File: config.mk
export PLATFORM = sky130hd
export DESIGN_NAME = id_seq_ctrl
export DESIGN_NICKNAME = d
export VERILOG_FILES = /design/src/rtl/id_seq_pkg.sv /design/src/rtl/id_seq_ctrl_gap_timer.sv /design/src/rtl/id_seq_ctrl.sv
export SDC_FILE = /design/constraint.sdc
export NUM_CORES = 1
export LEC_CHECK = 0
export ABC_AREA = 1
export BUFFER_PORTS_ARGS = -buffer_cell sky130_fd_sc_hd__buf_2
export CORE_MARGIN = 3
export CORE_UTILIZATION = 47
export CTS_CLUSTER_DIAMETER = 150
export CTS_CLUSTER_SIZE = 25
export DETAILED_ROUTE_END_ITERATION = 10
export PLACE_DENSITY = 0.68
export SLEW_MARGIN = 10
export SYNTH_ARGS = -nofsm -noshare
export SYNTH_HDL_FRONTEND = slang
export SYNTH_HIERARCHICAL = 1
export SYNTH_SLANG_ARGS = --single-unit
File: constraint.sdc
create_clock -name clk -period 1.6 [get_ports clk]
set_input_delay 0.32 -clock clk [delete_from_list [all_inputs] [get_ports clk]]
set_output_delay 0.32 -clock clk [all_outputs]
set_load 0.01 [all_outputs]
File: src/rtl/id_seq_pkg.sv
// Shared types and constants for the ID digit sequencer.
package id_seq_pkg;

    typedef logic [3:0] digit_t;

    typedef enum logic [1:0] {
        IDLE = 2'd0,
        EMIT = 2'd1,
        GAP  = 2'd2
    } seq_state_t;

    localparam digit_t DIGIT_RESET = 4'd0;

endpackage

File: src/rtl/id_seq_ctrl_gap_timer.sv
// Inter-digit gap countdown: loads a value, counts down to zero unless held.
module gap_timer #(
    parameter int unsigned W = 3
) (
    input  logic         clk,
    input  logic         reset,
    input  logic         load_i,
    input  logic [W-1:0] load_val_i,
    input  logic         hold_i,
    output logic         zero_c
);

    logic [W-1:0] cnt_q;
    logic [W-1:0] cnt_d;

    always_comb begin
        cnt_d = cnt_q;
        if (load_i) begin
            cnt_d = load_val_i;
        end else if (!hold_i && (cnt_q != '0)) begin
            cnt_d = cnt_q - W'(1);
        end
    end

    always_ff @(posedge clk) begin
        if (reset) begin
            cnt_q <= '0;
        end else begin
            cnt_q <= cnt_d;
        end
    end

    assign zero_c = (cnt_q == '0);

endmodule

File: src/rtl/id_seq_ctrl.sv
// Commanded ID digit sequencer: emits table entries 0..len-1 over valid/ready with gaps.
// Optional SEQ_LOOP_EN adds a 'loop' input that restarts the sequence instead of completing.
module id_seq_ctrl
    import id_seq_pkg::*;
#(
    parameter int unsigned DEPTH    = 8,
    parameter int unsigned TICK_DIV = 4,
    parameter int unsigned AW       = $clog2(DEPTH)
) (
    input  logic          clk,
    input  logic          reset,
    input  logic          cfg_we,
    input  logic [AW-1:0] cfg_addr,
    input  logic [3:0]    cfg_data,
    input  logic [AW:0]   len,
    input  logic          start,
    input  logic          stop,
    input  logic          hold,
`ifdef SEQ_LOOP_EN
    input  logic          loop,
`endif
    output logic [3:0]    digit,
    output logic          digit_valid,
    input  logic          digit_ready,
    output logic [AW-1:0] idx,
    output logic          busy,
    output logic          done
);

    localparam int unsigned LW = AW + 1;
    localparam int unsigned CW = $clog2(TICK_DIV + 1);

    seq_state_t    state_q, state_d;
    logic [LW-1:0] len_q, len_d;
    logic [AW-1:0] idx_q, idx_d;
    digit_t        digit_q, digit_d;
    logic          valid_q, valid_d;
    logic          busy_q, busy_d;
    logic          done_q, done_d;
    digit_t        tbl_q [DEPTH];

    logic          gap_load_c;
    logic          gap_zero_c;
    logic          loop_c;
    logic          last_c;
    logic [LW-1:0] len_clip_c;

`ifdef SEQ_LOOP_EN
    assign loop_c = loop;
`else
    assign loop_c = 1'b0;
`endif

    assign len_clip_c = (32'(len) > DEPTH) ? LW'(DEPTH) : len;
    assign last_c     = ((LW'(idx_q) + LW'(1)) == len_q);

    gap_timer #(.W(CW)) u_gap_timer (
        .clk        (clk),
        .reset      (reset),
        .load_i     (gap_load_c),
        .load_val_i (CW'(TICK_DIV - 1)),
        .hold_i     (hold),
        .zero_c     (gap_zero_c)
    );

    // Next-state and output decode; stop overrides everything.
    always_comb begin
        state_d    = state_q;
        len_d      = len_q;
        idx_d      = idx_q;
        digit_d    = digit_q;
        valid_d    = 1'b0;
        busy_d     = busy_q;
        done_d     = done_q;
        gap_load_c = 1'b0;

        if (stop) begin
            state_d = IDLE;
            idx_d   = '0;
            busy_d  = 1'b0;
        end else begin
            unique case (state_q)
                IDLE: begin
                    busy_d = 1'b0;
                    if (start) begin
                        len_d = len_clip_c;
                        idx_d = '0;
                        if (len_clip_c == '0) begin
                            done_d = 1'b1;
                        end else begin
                            done_d  = 1'b0;
                            state_d = EMIT;
                            valid_d = 1'b1;
                            busy_d  = 1'b1;
                            digit_d = tbl_q[0];
                        end
                    end
                end
                EMIT: begin
                    valid_d = 1'b1;
                    busy_d  = 1'b1;
                    if (digit_ready) begin
                        valid_d = 1'b0;
                        if (last_c && !loop_c) begin
                            state_d = IDLE;
                            idx_d   = '0;
                            busy_d  = 1'b0;
                            done_d  = 1'b1;
                        end else begin
                            state_d    = GAP;
                            idx_d      = last_c ? '0 : idx_q + AW'(1);
                            gap_load_c = 1'b1;
                        end
                    end
                end
                GAP: begin
                    busy_d = 1'b1;
                    if (!hold && gap_zero_c) begin
                        state_d = EMIT;
                        valid_d = 1'b1;
                        digit_d = tbl_q[idx_q];
                    end
                end
                default: begin
                    state_d = IDLE;
                end
            endcase
        end
    end

    always_ff @(posedge clk) begin
        if (reset) begin
            state_q <= IDLE;
            len_q   <= '0;
            idx_q   <= '0;
            digit_q <= DIGIT_RESET;
            valid_q <= 1'b0;
            busy_q  <= 1'b0;
            done_q  <= 1'b0;
        end else begin
            state_q <= state_d;
            len_q   <= len_d;
            idx_q   <= idx_d;
            digit_q <= digit_d;
            valid_q <= valid_d;
            busy_q  <= busy_d;
            done_q  <= done_d;
        end
    end

    // Table is writable only between sequences so a running sequence never changes.
    always_ff @(posedge clk) begin
        if (reset) begin
            for (int i = 0; i < int'(DEPTH); i++) begin
                tbl_q[i] <= DIGIT_RESET;
            end
        end else if (cfg_we && !busy_q && (32'(cfg_addr) < DEPTH)) begin
            tbl_q[cfg_addr] <= cfg_data;
        end
    end

    assign digit       = digit_q;
    assign digit_valid = valid_q;
    assign idx         = idx_q;
    assign busy        = busy_q;
    assign done        = done_q;

endmodule

== Yosys cells after proc, flatten, opt, wreduce, memory -nomap -nowiden ==
Memory sizes are Yosys's and may differ from the RTL's. A register that Yosys moved wholly into a read port is not among the register bits.
Index checks and enable logic that the tools add are counted.
Cells by class
  divide/modulo/power cells: 0
  reductions and logical operators: 21
  multiply operators: 0
  equal/unequal tests: 8
  bitwise operators: 1
  shift-type cells: 0
  order comparisons: 1
  add/subtract/negate cells: 3
  muxes and demuxes: 43
Operators by type and width (count)
  4-bit two-way mux: 5
  1-bit two-way mux: 19
  3-bit two-way mux: 6
  2-bit two-way mux: 7
  2-bit inequality test, second input constant: 5
  5-bit AND reduction: 2
  4-bit one-hot mux with 2 select lines: 1
  1-bit one-hot mux with 3 select lines: 2
  2-bit one-hot mux with 3 select lines: 1
  3-bit one-hot mux with 2 select lines: 1
  3-bit AND reduction: 2
  2-bit nonzero test: 3
  3-bit nonzero test: 2
  3-bit by 1-bit adder with 4-bit output, second input constant: 1
  4-bit equality test: 1
  4-bit greater-than comparator, second input constant: 1
  4-bit logical NOT: 1
  4-bit AND reduction: 1
  2-bit OR reduction: 2
  4-bit OR reduction: 1
  3-bit by 1-bit adder with 3-bit output, second input constant: 1
  1-bit logical AND: 3
  3-bit logical NOT: 1
  3-bit by 1-bit subtractor with 3-bit output, second input constant: 1
  other kinds (6): 7
Word-level totals
  RAM bits: 32
  output and inout bits: 10
  register bits: 19
  memories kept: 1
  word-level logic and storage cells: 87
  latch bits: 0
  ROM bits: 0
  input bits: 18
Memories
  tbl_q: words 8, width 4, read ports 2, clocked after Yosys merged registers in 1, wr ports 8, RTL line id_seq_ctrl.sv:40  | digit_t tbl_q [DEPTH];

== Longest topological paths before layout ==
  word-level depth: 7
  gate-level depth with buffers: 14
  depth with buffers taken out: 14

== Modules after synthesis ==
The synthesis kept the hierarchy.
By module, submodules not included
  id_seq_ctrl: times used 1, area each 2542.4 µm², cells each 296, seq. area each 1341.3 µm²
  gap_timer: times used 1, area each 212.7 µm², cells each 35, seq. area each 60.1 µm²

== Worst setup path before layout ==
Ideal clock, no wire load.
  kind: reg2reg
  start: reg idx_q[0], in the netlist idx[0]
  end: reg u_gap_timer.cnt_q[0]
  cell stages (with the launch flop): 14
  slack: -0.191 ns
  setup time: 0.114 ns
  period minus slack after synthesis: 1.791 ns
  arrival time: 1.677 ns
  required time: 1.486 ns
  path buffers: 0
  cell sequence: dfxtp_1 > ha_1 > inv_1 > nand2_1 > nand2_1 > nor2_4 > nand3_2 > nand2_4 > nor2_1 > inv_2 > o21ai_2 > nand2_1 > nand2_1 > nor2_2
On the way
  cells in the longest elaborated chain, start to end: 7
  elaborated cells between the ends (all ways): 8
  classes of those cells: add/sub (1); eq/ne (1); mux (5); reduce/logical (1)
RTL lines
  start: declaration: RTL line id_seq_ctrl.sv:35  | logic [AW-1:0] idx_q, idx_d;
  start signal: assignment: RTL line id_seq_ctrl.sv:143  | idx_q <= idx_d;
  3-bit by 1-bit adder with 4-bit output *: RTL line id_seq_ctrl.sv:55  | assign last_c = ((LW'(idx_q) + LW'(1)) == len_q);
  4-bit equality test *: RTL line id_seq_ctrl.sv:55
  1-bit two-way mux *: RTL line id_seq_ctrl.sv:104  | if (last_c && !loop_c) begin
  1-bit two-way mux *: RTL line id_seq_ctrl.sv:102  | if (digit_ready) begin
  1-bit two-way mux *: RTL line id_seq_ctrl.sv:82  | unique case (state_q)
  1-bit two-way mux *: RTL line id_seq_ctrl.sv:77  | if (stop) begin
  net gap_load_c: RTL line id_seq_ctrl.sv:42  | logic gap_load_c;
  2-bit two-way mux / 2-bit nonzero test (equally long branches)
  end signal: assignment: RTL line id_seq_ctrl_gap_timer.sv:29  | cnt_q <= cnt_d;
  end: declaration: RTL line id_seq_ctrl_gap_timer.sv:13  | logic [W-1:0] cnt_q;
The timed path passes the listed nets; every way through them passes the cells marked *.
A chain may end at the register's enable or synchronous reset.

== Worst setup path after layout ==
  start: reg idx_q[0], in the netlist idx[0]
  end: reg u_gap_timer.cnt_q[2]
On the way
  cells in the longest elaborated chain, start to end: 7
RTL lines (RTL line)
  3-bit by 1-bit adder with 4-bit output: id_seq_ctrl.sv:55
  4-bit equality test: id_seq_ctrl.sv:55
  1-bit two-way mux: id_seq_ctrl.sv:104
  1-bit two-way mux: id_seq_ctrl.sv:102
  1-bit two-way mux: id_seq_ctrl.sv:82
  1-bit two-way mux: id_seq_ctrl.sv:77
  net gap_load_c: id_seq_ctrl.sv:42
  2-bit OR reduction (no source line)
The timed path passes the listed nets, and every way through them passes these cells.

==> key figures <==
Hold path
  – Hold path startpoint: len[1]
  – Hold/Removal Path Class: in -> reg
  – Hold Path Depth: 3
  – Hold EP: len_q[1]

STA
  – Endpoints failing setup: 1
  – Period utilisation layout: 100%
  – Fmax: 625 MHz
  – Skew final: 0.0108 ns
  – Final Hold Viols: 0
  – Setup ws final: -0.00126 ns
  – Hold_ws: 0.243 ns
  – RSZ-0062 raised after global routing: yes
  – Tmin final: 1.60 ns
  – Pins Over Slew Limit: 0

Routing
  – Antenna Nets Post-Route: 0
  – DR pass1 iterations: 4
  – Total wire length: 6040 um
  – Vias/cell: 5.02
  – DRC: 0
  – Vias: ~2300
  – DRT iter0 DRCs: 166
  – Drt wl/cell: 13.1 um

Synthesis
  – Ys Warns: 6
  – #FFs+latches synth: 54
  – Post-Syn Area per Cell: 8.32 um^2
  – Mapped Cells: 331
  – Cell Area, Synth: 2760 um^2
  – Synth Flop Type: edfxtp_1
  – Ys async rst share: 0%
  – Sequential-to-total area share from yosys stat: about 51%
  – Synth unique cells: 34
  – Post-synth EDFFs: 32

GRT
  – Global route overflow: 0
  – Vias in the first global route: 2194
  – Initial antenna violation count: 0
  – GRT Util Overall: between 10% and 20%
  – Largest net degree at the start of global routing: 18
  – First-pass GRT wire length: 10000 um

Setup path
  – Crit start category: flip-flop
  – Crit end category: flip-flop
  – Required time of the critical path: 1.82 ns
  – FF-to-FF path depth: 12
  – CP Max Fanout: 6
  – R2R setup slack: -0.001 ns
  – FF-to-FF Start: idx[0]
  – Reg2reg end: u_gap_timer/cnt_q[2]
  – Crit path DAT: 1.82 ns
  – Crit Path Class: reg -> reg

Placed design
  – GP Congestion: 0.835
  – DP Area: slightly above 3000 um^2
  – Number of port buffers: 27
  – Post-DP HPWL: 4520 um

Cells and area
  – Post-route cell area: 3370 um^2
  – Share of cells above drive strength 1: 28.9%
  – Most common cell after layout, fill and taps aside: nor2_1
  – P&R area growth vs syn: 22.4%
  – N_diodes: 0
  – Net count, final: 411
  – Final Core Density: 60.5%
  – Most frequent cells in the layout: nor2_1, nand2_1, inv_1, edfxtp_1, buf_2

Status
  – Status: complete, but fails checks
  – Failing checks: setup timing

CTS
  – Clock sink count: 54
  – CTS tree: built
  – Clk buf depth: 2
  – Total CTS buffers: 5
  – Post-CTS Hold Fix Bufs: 0
  – Clk root buf: clkbuf_8
  – Skew-Pair Late Insertion Delay: 0.32 ns
  – Clock Pin Slew Worst Setup and Hold Paths: 0.10 ns
  – Htree depth: 2

Floorplanning
  – Std-Cell Rows: 27
  – Die area: 6820 um^2
  – Die height: slightly above 80 um
  – Initial core utilization: 49.4%
  – Die Wd: 82.6 um
  – Core footprint: between 5000 and 6000 um^2
  – I/O pin cnt: 28

Power
  – Final Power: 3.36 mW
  – Worst IR Drop VDD: a little over 0.0006 V
  – Leakage Power: 1.47 nW
  – PD cells: 998 nW/um^2

Run
  – MaxCap Viol Count: 0
[cell usage after synthesis, types with 2 or more instances]
cell | count | area (um^2)
nand3_2 | 3 | 30.0
a31oi_1 | 5 | 31.3
a211oi_1 | 2 | 15.0
nand3_1 | 14 | 70.1
o211ai_1 | 8 | 60.1
edfxtp_1 | 32 | 961
nand2_1 | 62 | 233
o21ai_0 | 18 | 90.1
conb_1 | 2 | 7.51
ha_1 | 7 | 87.6
nand4_1 | 3 | 18.8
nor2_1 | 71 | 267
nor2_2 | 4 | 25.0
nand2_2 | 2 | 12.5
buf_2 | 2 | 10.0
inv_1 | 35 | 131
nand4_2 | 2 | 25.0
dfxtp_1 | 22 | 440
a21oi_1 | 7 | 35.0
buf_4 | 3 | 22.5
inv_2 | 9 | 33.8
nor2_4 | 2 | 22.5
o21ai_1 | 5 | 25.0
[sequential cells by signal (all words and copies together) (netlist names), named ones only]
register	count
busy	1
digit	4
digit_valid	1
done	1
idx	3
len_q	4
state_q	2
tbl_q	32
u_gap_timer/cnt_q	3
[report_power, final]
group / switching [mW] / internal [mW]
combinational: 0.394 / 0.273
clock: 0.476 / 0.627
sequential: 0.0396 / 1.55
total: 0.910 / 2.45
[critical path: stages (launching register included)]
cell	delay, ns
dfxtp_4	0.37
ha_4	0.27
nand2_1	0.06
nand2_2	0.08
nor2_4	0.04
nand3_2	0.09
nand2_4	0.07
nor2_4	0.16
inv_4	0.07
o21ai_4	0.08
inv_2	0.07
nor2_2	0.09
nor2_1	0.04
[stage by stage]
| stage | setup WS (ns) | instances | setup TNS (ns) |
|---|---|---|---|
| detailed placement | -0.0617 | 447 | -0.168 |
| global route | -0.0999 | 459 | -0.314 |
| global placement | 0.0199 | 447 | 0 |
| CTS | -0.000536 | 455 | -0.000536 |
| floorplan | 0.00974 | 332 | 0 |
| finish | -0.00126 | 459 | -0.00126 |
[what timing repair did]
item | 4_1_cts | 5_1_grt
setup endpoints to repair | 4 | 15
pin swaps | 2 | 10
setup buffers | 0 | 4
gates resized for setup | 6 | 22
[logic make-up after synthesis]
family	after synthesis	synth area share [%]
buf+inv	51	7.81
other cells	2	0.273
flops	54	50.9
fa+ha+maj	7	3.18
simple gates	168	27.2
compound gates	49	10.7
[how the worst max path moves through the flow]
stage | from | endpoint | slack, ns | cells past startpoint
finish | idx[0] | u_gap_timer/cnt_q[2] | -0.001 | 12
global route | idx[0] | u_gap_timer/cnt_q[2] | -0.1 | 12
CTS | idx[0] | u_gap_timer/cnt_q[0] | -0.0005 | 14
detailed placement | idx[0] | u_gap_timer/cnt_q[0] | -0.06 | 13
global placement | idx[0] | u_gap_timer/cnt_q[0] | 0.02 | 13
floorplan | idx[0] | u_gap_timer/cnt_q[0] | 0.01 | 13
[area by class of cell]
type / count / area, um^2
fillers: 523 / 2200
flip-flops and latches: 54 / 1410
multi-input cells: 227 / 1230
repair buffers: 53 / 330
inverters: 45 / 174
well taps: 72 / 90.1
clock buffers: 5 / 68.8
clock inverters: 3 / 68.8
[routing by layer]
metal	wire length, um	global-route usage (%)	vias to the layer above
met5	0	0	-
met4	104	7.03	0
met3	258	4.23	8
met2	2930	32.1	38
met1	2740	25.4	1064
li1	-	-	1192
No activity file was read; power rests on OpenSTA's default activity.
